**src/rtl/scan_mux_pkg.sv**
```systemverilog
// scan_mux_pkg -- shared types and constants for the scan_mux block.
//   state_e      : auto-scan controller states
//   MODE_MANUAL  : mode input value selecting the manual select path
//   MODE_AUTO    : mode input value selecting the auto-scan path
package scan_mux_pkg;

  typedef enum logic [1:0] {
    MANUAL     = 2'd0,
    AUTO_DWELL = 2'd1,
    AUTO_HOLD  = 2'd2
  } state_e;

  localparam logic MODE_MANUAL = 1'b0;
  localparam logic MODE_AUTO   = 1'b1;

endpackage

```
**src/rtl/scan_mux_mux_slice.sv**
```systemverilog
// mux_slice -- one combinational 2**SEL_W : 1 mux of W-bit inputs with an
// active-low strobe that forces the output to zero.
// Ports:
//   i_d   in  (2**SEL_W)*W  packed inputs, input i at [i*W +: W]
//   i_sel in  SEL_W         input select
//   i_s_n in  1             strobe, active-low; 1 forces o_y to 0
//   o_y   out W             selected input (or 0)
module mux_slice #(
  parameter int W     = 1,
  parameter int SEL_W = 2
) (
  input  logic [(2**SEL_W)*W-1:0] i_d,
  input  logic [SEL_W-1:0]        i_sel,
  input  logic                    i_s_n,
  output logic [W-1:0]            o_y
);

  always_comb begin
    o_y = '0;
    if (!i_s_n) begin
      o_y = i_d[int'(i_sel)*W +: W];
    end
  end

endmodule

```
**src/rtl/scan_mux.sv**
```systemverilog
// scan_mux -- NCH-channel scanning multiplexer with a one-deep registered
// output slot and valid/ready handshake. In manual mode the select comes from
// a_in; in auto mode the select walks 0..NIN-1, dwelling DWELL cycles per
// value, and stalls (without skipping a select) while the slot is occupied.
// Optional feature: define SCAN_MUX_WRAP_EN to add output wrap, a one-cycle
// pulse with each auto capture taken at select NIN-1.
// Ports:
//   clk        in   1             clock, rising edge
//   rst_n      in   1             synchronous reset, active-low
//   d          in   NCH*NIN*W     channel c input i at [(c*NIN+i)*W +: W]
//   s_n        in   NCH           per-channel strobe, active-low
//   mode       in   1             0 manual, 1 auto-scan
//   a_in       in   SEL_W         manual select
//   y          out  NCH*W         registered samples, channel c at [c*W +: W]
//   a_out      out  SEL_W         select that produced y
//   out_valid  out  1             y/a_out hold an unconsumed sample
//   out_ready  in   1             consumer accepts when out_valid && out_ready
//   wrap       out  1             (SCAN_MUX_WRAP_EN only) scan wrap pulse
module scan_mux
  import scan_mux_pkg::*;
#(
  parameter int W     = 1,
  parameter int NCH   = 2,
  parameter int SEL_W = 2,
  parameter int DWELL = 4
) (
  input  logic                         clk,
  input  logic                         rst_n,
  input  logic [NCH*(2**SEL_W)*W-1:0]  d,
  input  logic [NCH-1:0]               s_n,
  input  logic                         mode,
  input  logic [SEL_W-1:0]             a_in,
  output logic [NCH*W-1:0]             y,
  output logic [SEL_W-1:0]             a_out,
  output logic                         out_valid,
  input  logic                         out_ready
`ifdef SCAN_MUX_WRAP_EN
  ,
  output logic                         wrap
`endif
);

  localparam int NIN = 2**SEL_W;
  localparam logic [7:0] DWELL_LAST = 8'(DWELL - 1);

  state_e           r_state, w_state_nxt;
  logic [SEL_W-1:0] r_scan, w_scan_nxt;
  logic [7:0]       r_dwell, w_dwell_nxt;
  logic [NCH*W-1:0] r_y;
  logic [SEL_W-1:0] r_a_out;
  logic             r_valid;

  logic             w_free;
  logic             w_cap;
  logic             w_auto_cap;
  logic [SEL_W-1:0] w_sel;
  logic [NCH*W-1:0] w_y;

  // The slot can take a new sample when empty or being drained this cycle.
  assign w_free = !r_valid || out_ready;

  always_comb begin
    w_state_nxt = r_state;
    w_scan_nxt  = r_scan;
    w_dwell_nxt = r_dwell;
    w_cap       = 1'b0;
    w_auto_cap  = 1'b0;
    w_sel       = a_in;
    case (r_state)
      MANUAL: begin
        w_cap = w_free;
        if (mode == MODE_AUTO) begin
          w_state_nxt = AUTO_DWELL;
          w_scan_nxt  = '0;
          w_dwell_nxt = '0;
        end
      end
      AUTO_DWELL: begin
        if (mode == MODE_MANUAL) begin
          w_state_nxt = MANUAL;
        end else if (r_dwell == DWELL_LAST) begin
          if (w_free) begin
            w_cap       = 1'b1;
            w_auto_cap  = 1'b1;
            w_sel       = r_scan;
            w_scan_nxt  = r_scan + 1'b1;
            w_dwell_nxt = '0;
          end else begin
            // Counters freeze so the pending select is not skipped.
            w_state_nxt = AUTO_HOLD;
          end
        end else begin
          w_dwell_nxt = r_dwell + 8'd1;
        end
      end
      AUTO_HOLD: begin
        if (mode == MODE_MANUAL) begin
          w_state_nxt = MANUAL;
        end else if (w_free) begin
          w_cap       = 1'b1;
          w_auto_cap  = 1'b1;
          w_sel       = r_scan;
          w_scan_nxt  = r_scan + 1'b1;
          w_dwell_nxt = '0;
          w_state_nxt = AUTO_DWELL;
        end
      end
      default: w_state_nxt = MANUAL;
    endcase
  end

  for (genvar c = 0; c < NCH; c++) begin : g_ch
    mux_slice #(
      .W     (W),
      .SEL_W (SEL_W)
    ) u_mux_slice (
      .i_d   (d[c*NIN*W +: NIN*W]),
      .i_sel (w_sel),
      .i_s_n (s_n[c]),
      .o_y   (w_y[c*W +: W])
    );
  end

  always_ff @(posedge clk) begin
    if (!rst_n) begin
      r_state <= MANUAL;
      r_scan  <= '0;
      r_dwell <= '0;
      r_y     <= '0;
      r_a_out <= '0;
      r_valid <= 1'b0;
    end else begin
      r_state <= w_state_nxt;
      r_scan  <= w_scan_nxt;
      r_dwell <= w_dwell_nxt;
      if (w_cap) begin
        r_y     <= w_y;
        r_a_out <= w_sel;
        r_valid <= 1'b1;
      end else if (out_ready) begin
        r_valid <= 1'b0;
      end
    end
  end

`ifdef SCAN_MUX_WRAP_EN
  logic r_wrap;

  always_ff @(posedge clk) begin
    if (!rst_n) begin
      r_wrap <= 1'b0;
    end else begin
      r_wrap <= w_auto_cap && (w_sel == SEL_W'(NIN - 1));
    end
  end

  assign wrap = r_wrap;
`endif

  assign y         = r_y;
  assign a_out     = r_a_out;
  assign out_valid = r_valid;

endmodule

```
**config.mk**
```make
export PLATFORM = sky130hd
export DESIGN_NAME = scan_mux
export DESIGN_NICKNAME = d
export VERILOG_FILES = /design/src/rtl/scan_mux_pkg.sv /design/src/rtl/scan_mux_mux_slice.sv /design/src/rtl/scan_mux.sv
export SDC_FILE = /design/constraint.sdc
export NUM_CORES = 1
export LEC_CHECK = 0
export CORE_MARGIN = 4
export CORE_UTILIZATION = 52
export DETAILED_ROUTE_END_ITERATION = 16
export GPL_TIMING_DRIVEN = 0
export PLACE_DENSITY = 0.79
export SLEW_MARGIN = 20
export SYNTH_ARGS = -nofsm -noshare
export SYNTH_HDL_FRONTEND = slang
export SYNTH_SLANG_ARGS = --single-unit
```
**constraint.sdc**
```tcl
create_clock -name clk -period 2.7 [get_ports clk]
set_input_delay 0.54 -clock clk [delete_from_list [all_inputs] [get_ports clk]]
set_output_delay 0.54 -clock clk [all_outputs]
set_load 0.01 [all_outputs]
```
==> results by stage <==
Status:
- The run finished with clean final reports.

Cells and area:
- The number of standard cells in the final layout excluding fillers is 207.
- The post-route netlist has 8.38% of its cells at a drive strength greater than 1.
- Across the whole layout, storage elements account for 340 sq um.
- Relative to the synthesized area, the layout overhead comes to 20.9%.
- The final-stage net count is 202.
- The multi-input combinational cell area is 818 sq um.
- The repair_antennas step left the layout with diodes totalling 0.
- After filler insertion, the fill cell instance count of the layout stands at 200.

Logic synthesis:
- The number of warnings issued by yosys is 0.
- In the post-synthesis netlist, the biggest area contributors are sky130_fd_sc_hd__dfxtp_1 (28%), sky130_fd_sc_hd__nand2_1 (6.5%), sky130_fd_sc_hd__ha_1 (6.2%).
- Summing the sequential cell areas from Yosys gives 28.2% of the chip area.
- The number of distinct library cells after synthesis is 46.
- After synthesis, the most frequently instantiated cells are sky130_fd_sc_hd__nand2_1 (21), sky130_fd_sc_hd__dfxtp_1 (17), sky130_fd_sc_hd__a21oi_1 (12), sky130_fd_sc_hd__nor2_1 (12), sky130_fd_sc_hd__o21ai_0 (8).
- The share of the synthesized area in the top cell type is 28.2%.
- The number of synthesized register bits is 17.
- In the post-synthesis netlist, the cell with the most instances is sky130_fd_sc_hd__nand2_1.
- The average footprint of a synthesized cell is 7.74 sq um.
- The instance count of the mapped netlist is 156.
- For this run, the leading register cell type out of synthesis is sky130_fd_sc_hd__dfxtp_1.
- The number of nets handed over by synthesis was 178.
- The cell area after synthesis is 1210 sq um.
- The synthesized design contains 0 enable-type register cells.
- In the synthesized netlist the async set-or-reset flop fraction comes to 0%.
- The dominant cell type by area after synthesis is sky130_fd_sc_hd__dfxtp_1.

STA:
- The count of final setup violators is 0.
- For the final routed database, the setup TNS stands at 0 ns.
- The count of endpoints failing hold in the final timing report is 0.
- Setup repair after global routing left no endpoint under its margin.
- In this run the tightest slew margin relative to its limit is 61.5%.
- On the final layout, the worst clock skew is 0.00760 ns.
- For the pin with the worst max-slew slack, the measured transition is 0.574 ns.
- The shortest period the worst path allows is 2.44 ns.
- The worst slack on hold paths is 0.490 ns.
- Timing would allow up to 0.411 GHz.
- The worst path uses 90.2% of the clock period.
- The number of max-slew violations in the final report is 0.

CTS:
- Once the clock tree was built, the setup fixing pass inserted 0 buffers.
- For this design, the CTS-stage hold fixing added 0 buffers.
- The clock net in this run drives a total of 17 sinks.
- After clock tree synthesis, the clock-pin slew on the worst setup and hold paths is 0.12 ns.
- The clock root buffer is sky130_fd_sc_hd__clkbuf_4.
- Counting the buffers created by CTS gives 3.
- The clock network latency to the later pin of the worst-skew pair is 0.30 ns.
- TritonCTS built the clock tree.
- In this run the deepest clock path goes through 2 buffers.
- The number of levels the H-tree was split into is 1.
- The count of cells resized by post-cts repair is 0.

Setup path:
- The required time at the endpoint of the critical path is 2.88 ns.
- The signal on the critical path passes through ha_1, nor4b_4, a21boi_1, o31ai_2, a21boi_0, o211ai_1, a31oi_1.
- For this run, the slowest stage of the critical path takes 0.56 ns.
- The cell family contributing the most delay on the critical path is compound AO/OA/AOI/OAI gates.
- The largest fanout on the critical path is 9.
- STA classifies the critical path startpoint as a flip-flop.
- The critical path is of the flip-flop to flip-flop type.
- On the critical path, the stage with the largest delay is an instance of sky130_fd_sc_hd__o31ai_2.
- The arrival time at the worst endpoint is 2.62 ns.
- The number of buffers and inverters on the critical path is 0.
- The type of element capturing the critical path is a flip-flop.

Power and ir drop:
- Summed over all cells, the static leakage comes to 0.521 nW.
- Power spread over the standard cell area amounts to 608 nW/um^2.
- The worst ir drop on vdd is 479 uV.

Die:
- Once the floorplan was initialized, standard cells occupied 54.6% of the core.
- The standard-cell row count is 17.
- Measured along the y axis, the die boundary spans 56.2 um.
- The area of the die is 3160 sq um.
- The boundary pin count is 21.
- The core box area is 2210 sq um.
- The die is 56.2 um wide.

Detailed routing:
- The via-per-instance ratio is 6.19.
- Before antenna repair, the detailed router went through 4 iterations.
- In this run the remaining antenna-violating nets after routing total 0.
- The wire length after detailed routing is 3070 um.
- In the routed design, unresolved DRC markers number 0.
- Dividing the detail-routed wire length by the instance count gives 14.8 um.
- The overall via count from detail_route is 1281.
- The detailed router finished its first iteration with 45 violations.

Place:
- The sum of net half-perimeters after detailed placement is 2360 um.
- Input and output buffers added on the ports amount to 19.
- The number of placed instances, taps included, is 203.
- Routability-driven placement finished with a final weighted congestion of 0.799.

Global routing:
- The overall global routing resource usage is 19.3%.
- The pin count of the biggest net entering global routing is 11.
- The first global-routing pass estimated 5050 um of wire.
- The routing layer with the top usage in global route is met2.
- The initial antenna violation count came to 0.
- The global-route track usage on met2 is 31.7%.
- Global routing consumed, on the met3 layer, 3.25% of the routing resources.
- The via count of the first global-routing pass is 1166.
- Global routing finished with a remaining overflow of 0.
- The met1 track utilization from global routing is 25.8%.

Job:
- The tool flagged a number of max-cap violations equal to 0.

Worst hold path:
- In this run the worst hold path is classified as flip-flop to flip-flop.
-- per-stage QoR --
step	power (W)	setup WS, ns	util [%]	area (sq um)
after global placement	0.000724	0.273	64.8	1430
after global routing	0.000942	0.0593	66.0	1460
final	0.000887	0.264	66.0	1460
after floorplan	0.000595	0.621	-	1210
after detailed placement	0.000738	0.161	64.8	1430
after CTS	0.000880	0.298	66.0	1460
-- area by class of cell --
cell class | instances | area share, %
multi-input combinational | 128 | 56.0
clock buffer | 3 | 1.54
sequential | 17 | 23.3
timing repair buffer | 19 | 13.0
clock inverter | 1 | 0.343
tap | 28 | 2.40
buffer | 6 | 2.06
inverter | 5 | 1.29
-- layer usage --
| metal | wire [um] | vias to the layer above | part of all wire (%) |
|---|---|---|---|
| met5 | 0 | - | 0 |
| met2 | 1480 | 47 | 48 |
| met3 | 166 | 6 | 5.4 |
| li1 | - | 627 | - |
| met4 | 42 | 0 | 1.4 |
| met1 | 1380 | 601 | 45 |
-- path summary, 6_finish.rpt --
| check | slack (ns) | endpoint | cells after the start | from |
|---|---|---|---|---|
| max | 0.26 | y[1] | 7 | r_dwell[0] |
| min | 0.49 | y[0] | 2 | y[0] |
| max reg2reg | 0.26 | y[1] | 7 | r_dwell[0] |
| min reg2reg | 0.49 | y[0] | 2 | y[0] |
-- worst min-delay path, delay by kind of cell (launching register included) --
kind             cells  cell delay [ns]
AND/OR/NAND/NOR      1             0.05
AO/OA/AOI/OAI        1             0.07
flip-flops           1             0.33
-- power by group --
part | internal (W) | switching (W) | total [W]
clock | 0.0000553 | 0.0000942 | 0.000149
combinational | 0.000177 | 0.000250 | 0.000428
sequential | 0.000284 | 0.0000264 | 0.000310
total | 0.000516 | 0.000371 | 0.000887
-- flip-flops by register name, indices dropped and copies added (netlist names) --
signal	count
r_dwell	8
a_out	2
r_scan	2
r_state	2
y	2
out_valid	1
-- layout by cell type (no fill, tap or decap), types with 2 or more instances in the layout --
cell,instances
sky130_fd_sc_hd__a31oi_1,4
sky130_fd_sc_hd__nand3_1,7
sky130_fd_sc_hd__a21oi_2,2
sky130_fd_sc_hd__nor3_1,6
sky130_fd_sc_hd__or3_1,4
sky130_fd_sc_hd__inv_1,5
sky130_fd_sc_hd__a21boi_1,3
sky130_fd_sc_hd__clkbuf_1,5
sky130_fd_sc_hd__a21boi_0,4
sky130_fd_sc_hd__o21ai_0,8
sky130_fd_sc_hd__a21oi_1,12
sky130_fd_sc_hd__and3_1,6
sky130_fd_sc_hd__clkdlybuf4s50_1,19
sky130_fd_sc_hd__ha_1,6
sky130_fd_sc_hd__dfxtp_1,17
sky130_fd_sc_hd__nor2_1,12
sky130_fd_sc_hd__clkbuf_4,3
sky130_fd_sc_hd__nand2_1,21
sky130_fd_sc_hd__nand4_1,2
sky130_fd_sc_hd__o211ai_1,4
-- cell families after synthesis --
| group | after synthesis | share of synthesized area [%] |
|---|---|---|
| multiplexers | 1 | 0.829 |
| buffers and inverters | 11 | 4.04 |
| flip-flops | 17 | 28.2 |
| AO/OA/AOI/OAI | 53 | 31.1 |
| AND/OR/NAND/NOR | 68 | 29.6 |
| adder cells (fa/ha/maj) | 6 | 6.22 |
No activity file was read; power rests on OpenSTA's default activity.
